[src/rtl/jtag_master_pkg.sv]
// Shared state encoding, TAP step constants and sizing helper for the JTAG shift master.
// Defining JTAG_SHIFT_MASTER_RUNTEST_EN adds the RUNTEST dwell state after UPDATE.
package jtag_master_pkg;

  localparam int TLR_STEPS = 5;

  typedef enum logic [3:0] {
    ST_TLR,
    ST_IDLE,
    ST_SEL_DR,
    ST_SEL_IR,
    ST_CAPTURE,
    ST_SHIFT,
    ST_EXIT1,
    ST_UPDATE,
`ifdef JTAG_SHIFT_MASTER_RUNTEST_EN
    ST_RUNTEST,
`endif
    ST_RSP
  } state_t;

  // tms driven during each tck step of the corresponding state
  localparam logic TMS_SEL_DR  = 1'b1;
  localparam logic TMS_SEL_IR  = 1'b1;
  localparam logic TMS_CAPTURE = 1'b0;
  localparam logic TMS_EXIT1   = 1'b1;
  localparam logic TMS_UPDATE  = 1'b0;
  localparam logic TMS_RUNTEST = 1'b0;

  function automatic int len_w(input int max_len);
    return $clog2(max_len + 1);
  endfunction

endpackage

[src/rtl/jtag_tck_gen.sv]
// tck divider: each tck half-period lasts CLK_DIV clk cycles while enabled; tck held low otherwise.
// rise_stb/fall_stb mark the clk edge on which tck goes high/low.
module jtag_tck_gen #(
  parameter int CLK_DIV = 2
) (
  input  logic clk,
  input  logic rst,
  input  logic en,
  output logic tck,
  output logic rise_stb,
  output logic fall_stb
);

  localparam int CW = (CLK_DIV > 1) ? $clog2(CLK_DIV) : 1;
  localparam logic [CW-1:0] CNT_TOP = CW'(CLK_DIV - 1);

  logic [CW-1:0] cnt;
  logic          half_done;

  assign half_done = en && (cnt == CNT_TOP);
  assign rise_stb  = half_done && !tck;
  assign fall_stb  = half_done && tck;

  always_ff @(posedge clk or posedge rst) begin
    if (rst) begin
      cnt <= '0;
      tck <= 1'b0;
    end else if (!en) begin
      cnt <= '0;
      tck <= 1'b0;
    end else if (half_done) begin
      cnt <= '0;
      tck <= !tck;
    end else begin
      cnt <= cnt + 1'b1;
    end
  end

endmodule

[src/rtl/jtag_shift_master.sv]
// JTAG master turning IR/DR scan commands into TAP pin sequences and returning captured TDO bits.
// JTAG_SHIFT_MASTER_RUNTEST_EN: dwell RTI_CYC extra tck steps in Run-Test/Idle before responding.
module jtag_shift_master
  import jtag_master_pkg::*;
#(
  parameter int MAX_LEN = 32,
  parameter int CLK_DIV = 2,
  parameter int RTI_CYC = 1,
  localparam int LEN_W = len_w(MAX_LEN)
) (
  input  logic               clk,
  input  logic               rst,
  input  logic               cmd_valid,
  output logic               cmd_ready,
  input  logic               cmd_ir,
  input  logic [LEN_W-1:0]   cmd_len,
  input  logic [MAX_LEN-1:0] cmd_data,
  output logic               rsp_valid,
  input  logic               rsp_ready,
  output logic [MAX_LEN-1:0] rsp_data,
  output logic               busy,
  output logic               tck,
  output logic               tms,
  output logic               tdi,
  input  logic               tdo
);

  localparam int STEP_W = $clog2(TLR_STEPS + RTI_CYC + 1);

  state_t             state, state_nxt;
  logic [LEN_W-1:0]   len_q, len_clamp, bit_cnt;
  logic [STEP_W-1:0]  step_cnt;
  logic               ir_q, tdo_q;
  logic [MAX_LEN-1:0] shadow, shadow_shift, len_mask;
  logic               tck_en, rise_stb, fall_stb, accept, last_bit;

  jtag_tck_gen #(.CLK_DIV(CLK_DIV)) u_tck_gen (
    .clk      (clk),
    .rst      (rst),
    .en       (tck_en),
    .tck      (tck),
    .rise_stb (rise_stb),
    .fall_stb (fall_stb)
  );

  assign tck_en    = (state != ST_IDLE) && (state != ST_RSP);
  assign cmd_ready = (state == ST_IDLE);
  assign busy      = (state != ST_IDLE);
  assign rsp_valid = (state == ST_RSP);
  assign rsp_data  = shadow;
  assign accept    = cmd_valid && cmd_ready;
  assign last_bit  = (bit_cnt == len_q - LEN_W'(1));
  assign tdi       = (state == ST_SHIFT) && shadow[0];
  assign len_clamp = (cmd_len > LEN_W'(MAX_LEN)) ? LEN_W'(MAX_LEN) : cmd_len;

  always_comb begin
    len_mask = '0;
    for (int i = 0; i < MAX_LEN; i++) len_mask[i] = (i < int'(len_clamp));
  end

  // Capture lands at the top of the active field so the first TDO bit ends up in bit 0.
  always_comb begin
    shadow_shift = shadow >> 1;
    for (int i = 0; i < MAX_LEN; i++) begin
      if (i == int'(len_q) - 1) shadow_shift[i] = tdo_q;
    end
  end

  always_ff @(posedge clk or posedge rst) begin
    if (rst) state <= ST_TLR;
    else     state <= state_nxt;
  end

  always_comb begin
    state_nxt = state;
    tms       = 1'b0;
    case (state)
      ST_TLR: begin
        tms = (step_cnt < STEP_W'(TLR_STEPS));
        if (fall_stb && step_cnt == STEP_W'(TLR_STEPS)) state_nxt = ST_IDLE;
      end
      ST_IDLE: begin
        if (cmd_valid) state_nxt = (len_clamp == '0) ? ST_RSP : ST_SEL_DR;
      end
      ST_SEL_DR: begin
        tms = TMS_SEL_DR;
        if (fall_stb) state_nxt = ir_q ? ST_SEL_IR : ST_CAPTURE;
      end
      ST_SEL_IR: begin
        tms = TMS_SEL_IR;
        if (fall_stb) state_nxt = ST_CAPTURE;
      end
      // Two steps: into Capture, then into Shift (the TAP captures on the second)
      ST_CAPTURE: begin
        tms = TMS_CAPTURE;
        if (fall_stb && step_cnt == STEP_W'(1)) state_nxt = ST_SHIFT;
      end
      ST_SHIFT: begin
        tms = last_bit;
        if (fall_stb && last_bit) state_nxt = ST_EXIT1;
      end
      ST_EXIT1: begin
        tms = TMS_EXIT1;
        if (fall_stb) state_nxt = ST_UPDATE;
      end
      ST_UPDATE: begin
        tms = TMS_UPDATE;
`ifdef JTAG_SHIFT_MASTER_RUNTEST_EN
        if (fall_stb) state_nxt = (RTI_CYC > 0) ? ST_RUNTEST : ST_RSP;
`else
        if (fall_stb) state_nxt = ST_RSP;
`endif
      end
`ifdef JTAG_SHIFT_MASTER_RUNTEST_EN
      ST_RUNTEST: begin
        tms = TMS_RUNTEST;
        if (fall_stb && step_cnt == STEP_W'(RTI_CYC - 1)) state_nxt = ST_RSP;
      end
`endif
      ST_RSP: begin
        if (rsp_ready) state_nxt = ST_IDLE;
      end
      default: state_nxt = ST_TLR;
    endcase
  end

  always_ff @(posedge clk or posedge rst) begin
    if (rst) begin
      step_cnt <= '0;
      bit_cnt  <= '0;
      len_q    <= '0;
      ir_q     <= 1'b0;
      tdo_q    <= 1'b0;
      shadow   <= '0;
    end else begin
      if (rise_stb) tdo_q <= tdo;
      if (accept) begin
        len_q    <= len_clamp;
        ir_q     <= cmd_ir;
        shadow   <= cmd_data & len_mask;
        bit_cnt  <= '0;
        step_cnt <= '0;
      end else if (fall_stb) begin
        step_cnt <= (state_nxt != state) ? '0 : step_cnt + 1'b1;
        if (state == ST_SHIFT) begin
          shadow  <= shadow_shift;
          bit_cnt <= bit_cnt + 1'b1;
        end
      end
    end
  end

endmodule

[config.mk]
export PLATFORM = sky130hd
export DESIGN_NAME = jtag_shift_master
export DESIGN_NICKNAME = d
export VERILOG_FILES = /design/src/rtl/jtag_master_pkg.sv /design/src/rtl/jtag_tck_gen.sv /design/src/rtl/jtag_shift_master.sv
export SDC_FILE = /design/constraint.sdc
export NUM_CORES = 1
export LEC_CHECK = 0
export BUFFER_PORTS_ARGS = -buffer_cell sky130_fd_sc_hd__buf_2
export CORE_ASPECT_RATIO = 1.25
export CORE_UTILIZATION = 55
export CTS_CLUSTER_DIAMETER = 50
export DETAILED_ROUTE_END_ITERATION = 8
export PLACE_DENSITY = 0.9
export SLEW_MARGIN = 5
export SYNTH_ARGS = -nofsm -noshare
export SYNTH_HDL_FRONTEND = slang
export SYNTH_SLANG_ARGS = --single-unit
[constraint.sdc]
create_clock -name clk -period 3.6 [get_ports clk]
set_clock_uncertainty 0.2 [all_clocks]
set_input_delay 0.36 -clock clk [delete_from_list [all_inputs] [get_ports clk]]
set_output_delay 0.36 -clock clk [all_outputs]
set_load 0.03 [all_outputs]
==> key figures <==
Outcome
  • Run status: completed

Critical path
  • Setup slack, reg-to-reg: 0.79 ns
  • Crit-path max FO: 9
  • Element type at the critical path end: primary output
  • Family with the most delay on the worst path: XOR/XNOR gates
  • Startpoint types: flip-flop
  • Max incr delay on CP: 0.52 ns
  • Worst r2r path cells: 8
  • Critical R2R Capture: rsp_data[15]
  • Buf/Inv on CP: 2
  • Crit Path Class: reg -> out
  • CP max stage cell: dfrtp_1
  • Critical-path cell list: inv_1, ha_1, nor3b_2, xnor2_1, xor2_1, o2111ai_4, o21a_1, nor2_1, buf_2
  • Worst R2R Start: len_q[0]
  • Arr. time, crit path: about 2.8 ns
  • Critical Path RT: around 3.0 ns

Timing
  • Final setup vio count: 0
  • RSZ-0062 raised after global routing: no
  • Final worst slack: about 0.23 ns
  • Fin crit share: 93.74%
  • Max Slew Vio Count: 0
  • Slew margin rel.: 37.04%
  • Slew @ Worst Pin: 0.9444 ns
  • Fmax: just under 300 MHz
  • Final Hold Fails: 0
  • Final Critical Period: 3.375 ns
  • Post-Route Setup TNS: 0 ns

Clock tree
  • Clk_lat worst skew: 0.32 ns
  • CTS max path bufs: 2
  • Root Driver: clkbuf_8
  • # Post-CTS Setup Buffers: 0
  • CTS tree: yes
  • Clock slew at reported path FFs: 0.11 ns
  • CTS Buf Count: 5
  • H-Tree Depth: 2
  • CTS sink cnt: 55

Final layout
  • Antenna cells: 0
  • Multi-input logic area: about 2200 um2
  • Area added between synthesis and finish: 15.33%
  • Final core occ: 67.11%
  • Sequential cell area: between 1000 and 1500 um2
  • Fin cells: 595
  • Layout cells sized above 1: approximately a fifth
  • Final net count: between 500 and 600
  • FILL cells: 559
  • Design Area, Final: 4245 um2

Hold path
  • Hold-critical path depth: 3
  • Worst Hold Path EP: ir_q
  • Hold Crit Start: cmd_ir
  • Hold crit path type: in -> reg

Route
  • DRC: 0
  • Via density: approximately 6.3
  • Initial drt markers: 246
  • Routed wire length: 10.82 mm
  • Final antenna-violating net count: 0
  • DR pass1 iterations: 5
  • WL/cell: 18.18 um
  • Via count: approximately 3800

Die
  • Initial Utilization: 58.19%
  • DIE AREA: 7026 um2
  • Core Rows: 32
  • Die outline width: 75.17 um
  • Total core area: ~6300 um2
  • Top Ports: 82
  • Die Y: 93.47 um

Yosys
  • Share of the synthesized area in the top cell type: 37.39%
  • Netlist Area Pre-Place: 3681 um2
  • Syn avg cell area: 8.366 um2
  • Post-Syn Instances: 440
  • Sequential fraction of the synthesis area: 37.39%
  • Synth area leader: dfrtp_1
  • Syn nets: 492
  • Yosys reg bits: 55
  • Ranking of synthesized cells by area: dfrtp_1 37%, mux2i_1 8.4%, nor2_1 6.5%, o21ai_0 6.3%, a32oi_1 4.8%
  • Post-synth EDFFs: 0
  • Cell with the most instances after synthesis: nor2_1
  • Cell variety after synth: 50
  • Ys Warns: 0
  • Synth cell count leaders: 64 x nor2_1, 55 x dfrtp_1, 46 x o21ai_0
  • Main flop type after synthesis: dfrtp_1
  • Asr flop ratio synth: 100.0%

Global route
  • Initial antenna violation count: 0
  • First-pass GRT wire length: 16.88 mm
  • Vias in the first global route: 3508
  • Largest net degree at the start of global routing: 37
  • GRT Total Usage: 31.73%
  • GRT Residual Overflow: 0

Placement
  • DP HPWL: 8.120 mm
  • IO buf count: 81
  • Dpl ws: roughly 0.5 ns
  • Placer Congestion: 1.009
  • Dpl cells: 586
  • Placed cell area: 4145 um2

Pwr
  • Power per cell area: 858.6 nW/um2
  • Pleak: 1.788 nW
  • Worst vdd ir: 0.4543 mV

Job
  • Max Cap Viol: 0
==> sequential cells by signal, summed over array words and instances, names as in the netlist <==
signal	cells
ir_q	1
tdo_q	1
step_cnt	3
u_tck_gen.tck	1
bit_cnt	6
rsp_data	32
u_tck_gen.cnt	1
len_q	6
state	4
==> layer usage <==
metal | part of all wire (%) | vias up | routed length [um] | track usage [%]
met3 | 9.4 | 27 | 1017 | 4.741
met1 | 38 | 1781 | 4120 | 41.04
met5 | 0 | - | 0 | 0
met2 | 51 | 235 | 5485 | 53.83
met4 | 1.8 | 0 | 193 | 10.19
li1 | - | 1721 | - | -
==> area by class of cell <==
class | count | area share, %
sequential | 55 | 32.42
multi-input combinational | 344 | 50.72
tap | 85 | 2.505
clock buffer | 6 | 1.709
inverter | 13 | 1.149
timing repair buffer | 90 | 11.20
clock inverter | 2 | 0.2947
==> cells by family after synthesis <==
group           share of synthesized area [%]
compound gates                          22.98
simple gates                            19.88
buf+inv                                 4.249
mux                                     8.736
xor+xnor                                4.045
fa+ha+maj                               2.719
flops                                   37.39
==> metrics by stage <==
stage | total power (W) | hold slack [ns]
after detailed placement | 0.003269 | 0.3064
final | 0.003645 | 0.03680
after floorplan | 0.002673 | 0.2654
after CTS | 0.003616 | 0.04487
after global placement | 0.003179 | 0.2896
after global routing | 0.003872 | 0.03764
==> power by group <==
| group | internal, W | total (W) | switching (W) |
|---|---|---|---|
| sequential | 0.000898 | 0.00125 | 0.000353 |
| combinational | 0.000731 | 0.00205 | 0.00131 |
| clock | 0.000137 | 0.000349 | 0.000212 |
==> worst max path at each step <==
stage,startpoint,cells after the start,to
after detailed placement,len_q[0],9,tms
after global placement,len_q[0],9,tms
after floorplan,len_q[0],9,tms
final,len_q[0],9,tms
after global routing,len_q[0],9,tms
after CTS,len_q[0],9,tms
==> worst min-delay path, cell delays in order <==
cell     delay (ns)
buf_2          0.08
nand2_1        0.04
nand2_1        0.04
==> layout by cell type, fill, tap and decap left out, drive strengths merged, types with 5 or more instances in the layout <==
cell type   n
a21oi      17
a22oi       5
a32oi      20
buf        89
clkbuf      6
dfrtp      55
ha          8
inv        13
mux2i      31
nand2      44
nand2b      8
nand3      12
nand4       6
nor2       64
nor2b       6
nor3        6
o211ai      7
o21ai      46
xnor2      10
xor2        7
==> what timing repair did <==
item / CTS / global route
endpoints found under the hold margin: 11 / 0
hold buffers: 1 / 0
resized for setup: 0 / 1
endpoints found under the setup margin: 0 / 1
(Power assumes the default switching activity.)
